--- config.mk ---
export PLATFORM = sky130hd
export DESIGN_NAME = alu_pipe_flat
export DESIGN_NICKNAME = d
export VERILOG_FILES = /design/src/rtl/alu_pipe_pkg.sv /design/src/rtl/alu_pipe_if.sv /design/src/rtl/alu_mul_iter.sv /design/src/rtl/alu_pipe.sv /design/src/flat_wrapper.sv
export SDC_FILE = /design/constraint.sdc
export NUM_CORES = 1
export LEC_CHECK = 0
export ABC_CLOCK_PERIOD_IN_PS = 6850
export CELL_PAD_IN_SITES_DETAIL_PLACEMENT = 0
export CELL_PAD_IN_SITES_GLOBAL_PLACEMENT = 1
export CORE_MARGIN = 2
export CORE_UTILIZATION = 45
export CTS_CLUSTER_DIAMETER = 120
export DETAILED_ROUTE_END_ITERATION = 10
export GPL_ROUTABILITY_DRIVEN = 0
export GPL_TIMING_DRIVEN = 0
export PLACE_DENSITY_LB_ADDON = 0.08
export RECOVER_POWER = 25
export SYNTH_ARGS = -nofsm -noshare
export SYNTH_HDL_FRONTEND = slang
export SYNTH_SLANG_ARGS = --single-unit
--- constraint.sdc ---
create_clock -name clk -period 6.85 [get_ports clk]
set_input_delay 1.37 -clock clk [delete_from_list [all_inputs] [get_ports clk]]
set_output_delay 1.37 -clock clk [all_outputs]
set_load 0.05 [all_outputs]
--- src/rtl/alu_pipe_pkg.sv ---
// Shared types for the handshaked ALU: opcodes, status flags and FSM states.
package alu_pipe_pkg;

  typedef enum logic [3:0] {
    OP_PASSA = 4'd0,
    OP_LDA   = 4'd1,
    OP_ADD   = 4'd2,
    OP_SUB   = 4'd3,
    OP_AND   = 4'd4,
    OP_OR    = 4'd5,
    OP_XOR   = 4'd6,
    OP_SHL   = 4'd7,
    OP_SHR   = 4'd8,
    OP_SAR   = 4'd9,
    OP_MUL   = 4'd10,
    OP_CMP   = 4'd11
  } alu_op_t;

  typedef struct packed {
    logic z;
    logic n;
    logic c;
    logic v;
  } alu_flags_t;

  typedef enum logic [1:0] {
    ST_IDLE = 2'd0,
    ST_BUSY = 2'd1,
    ST_DONE = 2'd2
  } alu_state_t;

  localparam int FLAGS_W = 4;

endpackage : alu_pipe_pkg

--- src/rtl/alu_pipe_if.sv ---
// Request/response bus between the decoder, the ALU and accumulator write-back.
interface alu_pipe_if #(
  parameter int WIDTH = 8
);
  import alu_pipe_pkg::*;

  logic             in_valid;
  logic             in_ready;
  alu_op_t          op;
  logic [WIDTH-1:0] a;
  logic [WIDTH-1:0] b;
  logic             out_valid;
  logic             out_ready;
  logic [WIDTH-1:0] result;
  alu_flags_t       flags;
  logic             err;
  logic             acc_zero;

  modport master (
    output in_valid, op, a, b, out_ready,
    input  in_ready, out_valid, result, flags, err, acc_zero
  );

  modport slave (
    input  in_valid, op, a, b, out_ready,
    output in_ready, out_valid, result, flags, err, acc_zero
  );

endinterface : alu_pipe_if

--- src/rtl/alu_mul_iter.sv ---
// Iterative shift-add multiplier: one partial product per cycle, WIDTH cycles per operation.
module alu_mul_iter #(
  parameter int WIDTH = 8
) (
  input  logic             clk,
  input  logic             rst,
  input  logic             i_start,
  input  logic [WIDTH-1:0] i_a,
  input  logic [WIDTH-1:0] i_b,
  output logic             o_done,
  output logic [WIDTH-1:0] o_product
);

  localparam int CW = (WIDTH > 1) ? $clog2(WIDTH) : 1;

  logic             r_busy;
  logic [CW-1:0]    r_cnt;
  logic [WIDTH-1:0] r_mcand;
  logic [WIDTH-1:0] r_mplier;
  logic [WIDTH-1:0] r_prod;
  logic [WIDTH-1:0] w_addend;
  logic [WIDTH-1:0] w_prod_next;

  assign w_addend    = r_mplier[0] ? r_mcand : {WIDTH{1'b0}};
  assign w_prod_next = r_prod + w_addend;

  // The final partial product is offered combinationally so the caller can
  // register it on the same edge as the last iteration.
  assign o_done    = r_busy && (r_cnt == {CW{1'b0}});
  assign o_product = w_prod_next;

  // Operand load on start, then one add-and-shift step per busy cycle.
  always_ff @(posedge clk) begin
    if (rst) begin
      r_busy   <= 1'b0;
      r_cnt    <= {CW{1'b0}};
      r_mcand  <= {WIDTH{1'b0}};
      r_mplier <= {WIDTH{1'b0}};
      r_prod   <= {WIDTH{1'b0}};
    end else if (i_start) begin
      r_busy   <= 1'b1;
      r_cnt    <= CW'(WIDTH - 1);
      r_mcand  <= i_a;
      r_mplier <= i_b;
      r_prod   <= {WIDTH{1'b0}};
    end else if (r_busy) begin
      r_prod   <= w_prod_next;
      r_mcand  <= r_mcand << 1;
      r_mplier <= r_mplier >> 1;
      if (r_cnt == {CW{1'b0}}) begin
        r_busy <= 1'b0;
      end else begin
        r_cnt <= r_cnt - {{(CW-1){1'b0}}, 1'b1};
      end
    end else begin
      r_busy <= 1'b0;
    end
  end

endmodule : alu_mul_iter

--- src/rtl/alu_pipe.sv ---
// Handshaked ALU: single-cycle datapath, iterative multiply, registered result/flags/err.
module alu_pipe
  import alu_pipe_pkg::*;
#(
  parameter int WIDTH  = 8,
  parameter int MUL_EN = 1
) (
  input  logic       clk,
  input  logic       rst,
  alu_pipe_if.slave  bus
);

  localparam int SHW = $clog2(WIDTH);
  localparam int MSB = WIDTH - 1;

  alu_state_t       r_state;
  alu_state_t       w_state_next;
  logic [WIDTH-1:0] r_result;
  alu_flags_t       r_flags;
  logic             r_err;

  logic             w_in_ready;
  logic             w_accept;
  logic             w_is_mul;
  logic [SHW-1:0]   w_sh;
  logic [WIDTH:0]   w_sum;
  logic [WIDTH:0]   w_diff;
  logic [WIDTH:0]   w_shl;
  logic [WIDTH:0]   w_shr;
  logic signed [WIDTH:0] w_sar;

  logic [WIDTH-1:0] w_res;
  logic [WIDTH-1:0] w_zval;
  logic             w_c;
  logic             w_v;
  logic             w_err;
  logic             w_cmp;
  alu_flags_t       w_flags;

  logic             w_mul_done;
  logic [WIDTH-1:0] w_mul_prod;
  alu_flags_t       w_mul_flags;

  assign w_in_ready = (r_state == ST_IDLE) || ((r_state == ST_DONE) && bus.out_ready);
  assign w_accept   = bus.in_valid && w_in_ready;
  assign w_is_mul   = (MUL_EN != 0) && (bus.op == OP_MUL);

  assign w_sh   = bus.b[SHW-1:0];
  assign w_sum  = {1'b0, bus.a} + {1'b0, bus.b};
  assign w_diff = {1'b0, bus.a} - {1'b0, bus.b};
  // One guard bit beside the operand catches the last bit shifted out.
  assign w_shl  = {1'b0, bus.a} << w_sh;
  assign w_shr  = {bus.a, 1'b0} >> w_sh;
  assign w_sar  = $signed({bus.a, 1'b0}) >>> w_sh;

  // Single-cycle result, carry/overflow and error for the opcode being accepted.
  always_comb begin
    w_res = bus.a;
    w_c   = 1'b0;
    w_v   = 1'b0;
    w_err = 1'b0;
    w_cmp = 1'b0;
    case (bus.op)
      OP_PASSA: w_res = bus.a;
      OP_LDA:   w_res = bus.b;
      OP_ADD: begin
        w_res = w_sum[WIDTH-1:0];
        w_c   = w_sum[WIDTH];
        w_v   = (bus.a[MSB] == bus.b[MSB]) && (w_sum[MSB] != bus.a[MSB]);
      end
      OP_SUB: begin
        w_res = w_diff[WIDTH-1:0];
        w_c   = w_diff[WIDTH];
        w_v   = (bus.a[MSB] != bus.b[MSB]) && (w_diff[MSB] != bus.a[MSB]);
      end
      OP_AND:   w_res = bus.a & bus.b;
      OP_OR:    w_res = bus.a | bus.b;
      OP_XOR:   w_res = bus.a ^ bus.b;
      OP_SHL: begin
        w_res = w_shl[WIDTH-1:0];
        w_c   = w_shl[WIDTH];
      end
      OP_SHR: begin
        w_res = w_shr[WIDTH:1];
        w_c   = w_shr[0];
      end
      OP_SAR: begin
        w_res = w_sar[WIDTH:1];
        w_c   = w_sar[0];
      end
      OP_CMP: begin
        w_res = bus.a;
        w_c   = w_diff[WIDTH];
        w_v   = (bus.a[MSB] != bus.b[MSB]) && (w_diff[MSB] != bus.a[MSB]);
        w_cmp = 1'b1;
      end
      // OP_MUL only lands here when the multiplier is not built in.
      default: begin
        w_res = bus.a;
        w_err = 1'b1;
      end
    endcase
    if (w_cmp) begin
      w_zval = w_diff[WIDTH-1:0];
    end else begin
      w_zval = w_res;
    end
    w_flags.z = (w_zval == {WIDTH{1'b0}});
    w_flags.n = w_zval[MSB];
    w_flags.c = w_c;
    w_flags.v = w_v;
  end

  // Multiply flags depend only on the product.
  always_comb begin
    w_mul_flags.z = (w_mul_prod == {WIDTH{1'b0}});
    w_mul_flags.n = w_mul_prod[MSB];
    w_mul_flags.c = 1'b0;
    w_mul_flags.v = 1'b0;
  end

  alu_mul_iter #(
    .WIDTH (WIDTH)
  ) u_mul (
    .clk       (clk),
    .rst       (rst),
    .i_start   (w_accept && w_is_mul),
    .i_a       (bus.a),
    .i_b       (bus.b),
    .o_done    (w_mul_done),
    .o_product (w_mul_prod)
  );

  // Next-state logic for the request/busy/result-held sequence.
  always_comb begin
    w_state_next = r_state;
    case (r_state)
      ST_IDLE: begin
        if (w_accept) begin
          w_state_next = w_is_mul ? ST_BUSY : ST_DONE;
        end else begin
          w_state_next = ST_IDLE;
        end
      end
      ST_BUSY: begin
        if (w_mul_done) begin
          w_state_next = ST_DONE;
        end else begin
          w_state_next = ST_BUSY;
        end
      end
      ST_DONE: begin
        if (w_accept) begin
          w_state_next = w_is_mul ? ST_BUSY : ST_DONE;
        end else if (bus.out_ready) begin
          w_state_next = ST_IDLE;
        end else begin
          w_state_next = ST_DONE;
        end
      end
      default: w_state_next = ST_IDLE;
    endcase
  end

  // State register.
  always_ff @(posedge clk) begin
    if (rst) begin
      r_state <= ST_IDLE;
    end else begin
      r_state <= w_state_next;
    end
  end

  // Output registers: load on a single-cycle accept or on multiply completion, else hold.
  always_ff @(posedge clk) begin
    if (rst) begin
      r_result <= {WIDTH{1'b0}};
      r_flags  <= 4'b0000;
      r_err    <= 1'b0;
    end else if (w_accept && !w_is_mul) begin
      r_result <= w_res;
      r_flags  <= w_flags;
      r_err    <= w_err;
    end else if ((r_state == ST_BUSY) && w_mul_done) begin
      r_result <= w_mul_prod;
      r_flags  <= w_mul_flags;
      r_err    <= 1'b0;
    end else begin
      r_result <= r_result;
      r_flags  <= r_flags;
      r_err    <= r_err;
    end
  end

  assign bus.in_ready  = w_in_ready;
  assign bus.out_valid = (r_state == ST_DONE);
  assign bus.result    = r_result;
  assign bus.flags     = r_flags;
  assign bus.err       = r_err;
  assign bus.acc_zero  = (bus.a == {WIDTH{1'b0}});

endmodule : alu_pipe

--- src/flat_wrapper.sv ---
// flat-port wrapper written by rule: the top's interface ports become plain ports
module alu_pipe_flat import alu_pipe_pkg::*;
#(
  parameter int WIDTH  = 8,
  parameter int MUL_EN = 1
)
  (clk, rst, bus_in_valid, bus_op, bus_a, bus_b, bus_out_ready, bus_in_ready, bus_out_valid, bus_result, bus_flags, bus_err, bus_acc_zero);
  alu_pipe_if #(.WIDTH(WIDTH)) bus_i ();
  input  logic clk;
  input  logic rst;
  input wire logic [$bits(bus_i.in_valid)-1:0] bus_in_valid;
  input wire logic [$bits(bus_i.op)-1:0] bus_op;
  input wire logic [$bits(bus_i.a)-1:0] bus_a;
  input wire logic [$bits(bus_i.b)-1:0] bus_b;
  input wire logic [$bits(bus_i.out_ready)-1:0] bus_out_ready;
  output wire logic [$bits(bus_i.in_ready)-1:0] bus_in_ready;
  output wire logic [$bits(bus_i.out_valid)-1:0] bus_out_valid;
  output wire logic [$bits(bus_i.result)-1:0] bus_result;
  output wire logic [$bits(bus_i.flags)-1:0] bus_flags;
  output wire logic [$bits(bus_i.err)-1:0] bus_err;
  output wire logic [$bits(bus_i.acc_zero)-1:0] bus_acc_zero;
  assign bus_i.in_valid = bus_in_valid;
  assign bus_i.op = bus_op;
  assign bus_i.a = bus_a;
  assign bus_i.b = bus_b;
  assign bus_i.out_ready = bus_out_ready;
  assign bus_in_ready = bus_i.in_ready;
  assign bus_out_valid = bus_i.out_valid;
  assign bus_result = bus_i.result;
  assign bus_flags = bus_i.flags;
  assign bus_err = bus_i.err;
  assign bus_acc_zero = bus_i.acc_zero;
  alu_pipe #(.WIDTH(WIDTH), .MUL_EN(MUL_EN)) u_core (.clk(clk), .rst(rst), .bus(bus_i));
endmodule
==> metrics <==
status completed; Congestion Overflow GR 0; Critical Path Slowest Stage Cell o31ai_1; Area Growth Syn to Fin 15.6%; pwr dens between 100 and 150 nW/µm²; CP max FO 9; Least-Margin Pin Slew about 0.93 ns; Synth top area share roughly 20%; vias per cell 6.16; Post-synth top cells 57 x nor2_1, 44 x a21oi_1, 43 x dfxtp_1, 37 x nand2_1, 35 x ha_1; Tcrit/Tclk final 71.5%; Clock Pin Slew Worst Setup and Hold Paths 0.08 ns; max-slew violations 0; Site Rows 35; number of port buffers 38; total number of clock tree sinks 43; mean area per synthesized cell 7.81 µm²; Most common cell on crit path inv_1; slew margin rel. a little over a third; die area 10500 µm²; Hold Path Class flip-flop to flip-flop; initial antenna violation count 0; warnings from Yosys 0; core box area 9280 µm²; count of cell types in the netlist 65; fill count 953; Max Clock Skew 0.00705 ns; Area contributors post-synth dfxtp_1 20%, ha_1 10%, mux2i_1 6.9%; Post-CTS Resized 0; drt total wl approximately 15000 µm; ys async rst share 0%; Iteration-0 DRC Markers about 270; GRT Resource Usage Total 28.6%; Root Driver clkbuf_8; slowest cell delay on critical path 0.64 ns; Post-synth EDFFs 0; sequential cell area 861 µm²; minimum clock period 4.90 ns; Net Count, Synth 618; NumNets Final 663; footprint of the multi-input gates ~3200 µm²; Post CTS Setup Buffer Count 0; Hold Slack 0.459 ns; Ports 40; ys flop type dfxtp_1; Die Ht 102 µm; Gate Count Post-Synth 556; Post-DRT Antenna Nets 0; Clock Path Buffers 2; n_diodes 0; H-Tree Depth 2; Post-DP HPWL around 11000 µm; f_max 204 MHz; sum of negative setup slack 0 ns; slack of the worst reg-to-reg path between 3 and 4 ns; dominant cell type by area after synthesis dfxtp_1; share of cells above drive strength 1 7.81%; Avg WL per Cell 19.9 µm; DR pass1 iterations 5; RSZ-0062 raised after global routing false; cts hold-fix bufs 0; pin count of the biggest net entering global routing 15; Mapped Area ~4300 µm²; CP cell instances clkdlybuf4s50_1 -> clkbuf_1 -> inv_1 -> ha_1 -> inv_1 -> o21ai_0 -> a31oi_1 -> o31ai_1 -> xnor2_1 -> o32ai_1 -> or2_2 -> o31ai_2; Worst Setup End Kind flip-flop; #FFs+latches synth 43; critical path arrival 5.12 ns; die width 102 µm; vias 4502; Final setup violation count 0; CTS Buf Count 5; most numerous cell in the Yosys netlist nor2_1; maxcap violations 0; vias in the first global route 4300; CTS tree yes; crit path kind primary input to flip-flop; register area share after synthesis 19.8%; Leak Pwr between 1.5 and 2 nW; critical path startpoint category primary input; Worst Path Required approximately 7 ns; first-pass GRT wire length 23200 µm; DRC Markers 0; Initial Utilization 46.8%; Max rail drop VDD 0.0695 mV; clk_lat worst skew 0.30 ns; Fin. Hold Viols 0
==> through the flow <==
step                instance area (µm²)  cells  setup slack [ns]  utilization [%]  total power [mW]
floorplan                          4340    556              2.92                -             0.434
global placement                   4890    723              1.83             52.6             0.515
CTS                                5020    731              2.02             54.1             0.752
finish                             5020    731              1.95             54.1             0.752
detailed placement                 4890    723              1.73             52.6             0.517
global route                       5020    731              1.75             54.1             0.788
==> critical path: cells and delay by family <==
family | cells | cell delay, ns
AO/OA/AOI/OAI | 5 | 1.50
AND/OR/NAND/NOR | 1 | 0.33
adder cells (fa/ha/maj) | 1 | 0.48
buffers and inverters | 4 | 1.25
XOR/XNOR | 1 | 0.19
==> cells in the final DEF (no fill, tap or decap), types with 4 or more instances in the layout <==
| master | Yosys | routed |
|---|---|---|
| nand3b_1 | 7 | 7 |
| a22oi_1 | 7 | 7 |
| nand2b_1 | 10 | 10 |
| nand2_1 | 37 | 37 |
| o21ai_0 | 15 | 15 |
| clkbuf_1 | 19 | 20 |
| nor4_1 | 4 | 4 |
| nand3_1 | 8 | 8 |
| ha_1 | 35 | 35 |
| a2111oi_0 | 4 | 4 |
| clkdlybuf4s50_1 | 0 | 25 |
| nor3_1 | 17 | 17 |
| a21o_1 | 4 | 4 |
| and2_1 | 11 | 11 |
| nor2b_1 | 13 | 13 |
| o22ai_1 | 6 | 6 |
| clkbuf_8 | 0 | 5 |
| dfxtp_1 | 43 | 43 |
| buf_2 | 15 | 14 |
| o32ai_1 | 4 | 4 |
| nor2_1 | 57 | 57 |
| a21oi_1 | 44 | 44 |
| dlygate4sd3_1 | 0 | 13 |
| xor2_1 | 4 | 4 |
| mux2i_1 | 30 | 30 |
| mux4_2 | 6 | 6 |
| mux2_2 | 6 | 6 |
| xnor2_1 | 12 | 12 |
| a211oi_1 | 24 | 24 |
| inv_1 | 32 | 32 |
| o21bai_1 | 7 | 7 |
| nor3b_1 | 4 | 4 |
| a31oi_1 | 6 | 6 |
| a221oi_1 | 6 | 6 |
==> metal layers <==
layer / part of all wire, % / up-vias / track usage [%]
li1: - / 2124 / -
met1: 42 / 2110 / 36.8
met2: 48 / 215 / 48.7
met3: 6.5 / 53 / 3.08
met4: 3.7 / 0 / 11.6
met5: 0 / - / 0
==> final cells by class <==
| cell class | instances | area share (%) |
|---|---|---|
| buffer | 37 | 3.11 |
| clock buffer | 5 | 1.37 |
| clock inverter | 3 | 1.35 |
| inverter | 32 | 2.39 |
| multi-input combinational | 444 | 63.8 |
| sequential | 43 | 17.1 |
| tap | 129 | 3.21 |
| timing repair buffer | 38 | 7.58 |
==> final timing paths <==
kind                            start                  end  depth (start not counted)
max                          bus_b[2]  u_core.bus.flags[3]                         12
min               u_core.bus.flags[1]  u_core.bus.flags[1]                          2
max reg2reg  u_core.u_mul.r_mplier[0]  u_core.bus.flags[3]                         10
min reg2reg       u_core.bus.flags[1]  u_core.bus.flags[1]                          2
==> cell families after synthesis <==
family / count (synthesis) / share of synthesized area, %
AND/OR/NAND/NOR: 192 / 22.7
AO/OA/AOI/OAI: 155 / 24.3
buffers and inverters: 69 / 6.39
multiplexers: 43 / 12.1
flip-flops: 43 / 19.8
adder cells (fa/ha/maj): 38 / 11.5
XOR/XNOR: 16 / 3.23
==> registers in the layout (all words and copies together), names as in the netlist <==
| signal | count |
|---|---|
| u_core.bus.err | 1 |
| u_core.bus.flags | 4 |
| u_core.bus.result | 8 |
| u_core.r_state | 2 |
| u_core.u_mul.r_busy | 1 |
| u_core.u_mul.r_cnt | 3 |
| u_core.u_mul.r_mcand | 8 |
| u_core.u_mul.r_mplier | 8 |
| u_core.u_mul.r_prod | 8 |
==> where the power goes <==
| group | leakage, nW | switching, mW | internal, mW |
|---|---|---|---|
| Combinational | 1.52 | 0.158 | 0.0934 |
| Clock | 0.0644 | 0.0927 | 0.145 |
| Sequential | 0.349 | 0.00487 | 0.258 |
No activity file was read; power rests on OpenSTA's default activity.
==> variant, RTL diff (same flow settings) <==
`WIDTH` is set to 8 in 4 places; all go to 4.
--- a/src/rtl/alu_pipe_if.sv
+++ b/src/rtl/alu_pipe_if.sv
@@ -1,5 +1,5 @@
 // Request/response bus between the decoder, the ALU and accumulator write-back.
 interface alu_pipe_if #(
-  parameter int WIDTH = 8
+  parameter int WIDTH = 4
 );
   import alu_pipe_pkg::*;
--- a/src/rtl/alu_mul_iter.sv
+++ b/src/rtl/alu_mul_iter.sv
@@ -1,5 +1,5 @@
 // Iterative shift-add multiplier: one partial product per cycle, WIDTH cycles per operation.
 module alu_mul_iter #(
-  parameter int WIDTH = 8
+  parameter int WIDTH = 4
 ) (
   input  logic             clk,
--- a/src/rtl/alu_pipe.sv
+++ b/src/rtl/alu_pipe.sv
@@ -3,5 +3,5 @@
   import alu_pipe_pkg::*;
 #(
-  parameter int WIDTH  = 8,
+  parameter int WIDTH  = 4,
   parameter int MUL_EN = 1
 ) (
--- a/src/flat_wrapper.sv
+++ b/src/flat_wrapper.sv
@@ -2,5 +2,5 @@
 module alu_pipe_flat import alu_pipe_pkg::*;
 #(
-  parameter int WIDTH  = 8,
+  parameter int WIDTH  = 4,
   parameter int MUL_EN = 1
 )
Ports: changed (resized bus_a, bus_b and bus_result); port bits go from 40 to 28. The function was not compared with the original's and may differ.
==> variant against the unedited design <==
Sequential share of layout area is 2.0 points higher; cell area fell by 46%; highest routed layer unchanged; clock power down 63%; sequential cell count decreased by 17; clock skew down 3.6 ps; worst hold slack improved by 13 ps; sequential power down 40%; total power is 50% lower; largest power group unchanged; setup slack improved by 130 ps; synthesized area is 46% lower; core utilization shrank 0.24 points; routed wire length is 54% lower.
==> variant: results (changes against the unedited design) <==
* Status: finished clean
* CTS clk-pin slew, worst paths at 90 ps
* Post_cts resized at 0 (unchanged)
* Skew final at 3.42 ps (-3.64 ps)
* Post-synth top cells: nor2_1, a21oi_1, dfxtp_1
* Met3 Resource Use GR at 1.46% (-1.6 points)
* Initial antenna violation count at 0 (unchanged)
* Routed vias/inst at 5.81 (-5.6%)
* Number of global-route vias before repair at 2091 (-51%)
* Final Cycle Share at 69.6% (-1.9 points)
* Largest net degree at the start of global routing at 14 (-1)
* Worst vdd ir at 0.0000574 V (-17%)
* N_diodes at 0 (unchanged)
* CTS buffer count at 3 (-2)
* WL/cell at 17.2 microns (-14%)
* Slew headroom at 61.4% (+25 points)
* Place WS at 2050 ps (+318 ps)
* M2 GR Usage at 42.2% (-6.5 points)
* RR Endpoint: u_core.bus.flags[3]
* Share of cells above drive strength 1 at 7.84% (+0.030 points)
* Root Buffer: clkbuf_8
* Worst-case reg-to-reg path depth at 9 (-1)
* Nets@finish at 357 (-46%)
* Largest cells by area after synthesis: dfxtp_1, ha_1, mux2i_1
* Leak at 0.00104 uW (-46%)
* Met1 usage at 31.6% (-5.3 points)
* First-pass GRT wire length at 10600 microns (-54%)
* Worst skew pair latency at 270 ps (-30 ps)
* Placed wire-length estimate at 5200 microns (-54%)
* Synth cell types at 64 (-1.5%)
* Critical path arrival at 3400 ps (-1720 ps)
* Synth async-reset ratio at 0% (unchanged)
* Seq/Total Area, Yosys at 22.4% (+2.6 points)
* Worst R2R Start: u_core.u_mul.r_mplier[0]
* Hold EP: u_core.bus.flags[0]
* TritonRoute pass-1 iters at 4 (-1)
* Crit-path max FO at 10 (+1)
* PortBufs at 26 (-32%)
* R2R Setup Slk at 4500 ps (+570 ps)
* Hold Crit Class: flip-flop to flip-flop
* Ys flop type: dfxtp_1
* Yosys Warn Count at 0 (unchanged)
* Psw at 131 uW (-49%)
* Syn nets at 326 (-47%)
* Clock buffer depth at 2 (unchanged)
* 1st-iter DRT viols at 144 (-47%)
* Htree depth at 1 (-1)
* Hold path depth at 2 (unchanged)
* All-Layer GR Usage at 24.5% (-4.1 points)
* Post-CTS Setup Inserts at 0 (unchanged)
* Min-delay src: u_core.bus.flags[0]
-- variant: area by class of cell --
class,count,area [sq um]
inverters,17,63.8
plain buffers,21,123
multi-input cells,226,1620
clock buffers,3,41.3
well taps,70,87.6
flip-flops and latches,26,520
fillers,533,2330
repair buffers,26,260
-- variant: power groups by stage --
stage	clock network [uW]	registers, uW	logic [uW]
after floorplan	0	174	73.7
after global placement	0	163	127
after detailed placement	0	163	128
after CTS	89.7	160	129
after global routing	96.0	160	139
final	88.8	159	128
-- variant: layer usage --
layer	share of wire, %	vias up	routed length (microns)
met2	50	68	3340
met4	2.1	0	140
met5	0	-	0
met1	44	1060	2950
li1	-	1122	-
met3	4.1	11	273
-- variant: how the worst max path moves through the flow --
stage / end / start / depth (start not counted)
after CTS: bus_acc_zero / bus_a[3] / 4
after global placement: bus_acc_zero / bus_a[3] / 4
after detailed placement: bus_acc_zero / bus_a[3] / 4
final: bus_acc_zero / bus_a[3] / 4
after floorplan: bus_acc_zero / bus_a[3] / 2
after global routing: bus_acc_zero / bus_a[3] / 4
-- variant: kinds of logic after synthesis --
group           Yosys count  share of synthesized area, %
buf+inv                  38                          8.01
compound gates           81                          23.5
simple gates            103                          24.6
xor+xnor                  6                          2.26
mux                      16                          7.48
fa+ha+maj                20                          11.7
flops                    26                          22.4
-- variant: per-stage QoR --
stage	cells	cell area, sq um	hold WS, ps
3_3_place_gp	386	2670	470
2_1_floorplan	290	2330	464
3_5_place_dp	386	2670	466
6_report	389	2720	472
5_1_grt	389	2720	509
4_1_cts	389	2720	479
-- variant: worst max-delay path: stages --
cell,delay [ps]
clkdlybuf4s50_1,490
clkbuf_1,290
nor4_1,380
clkdlybuf4s50_1,870
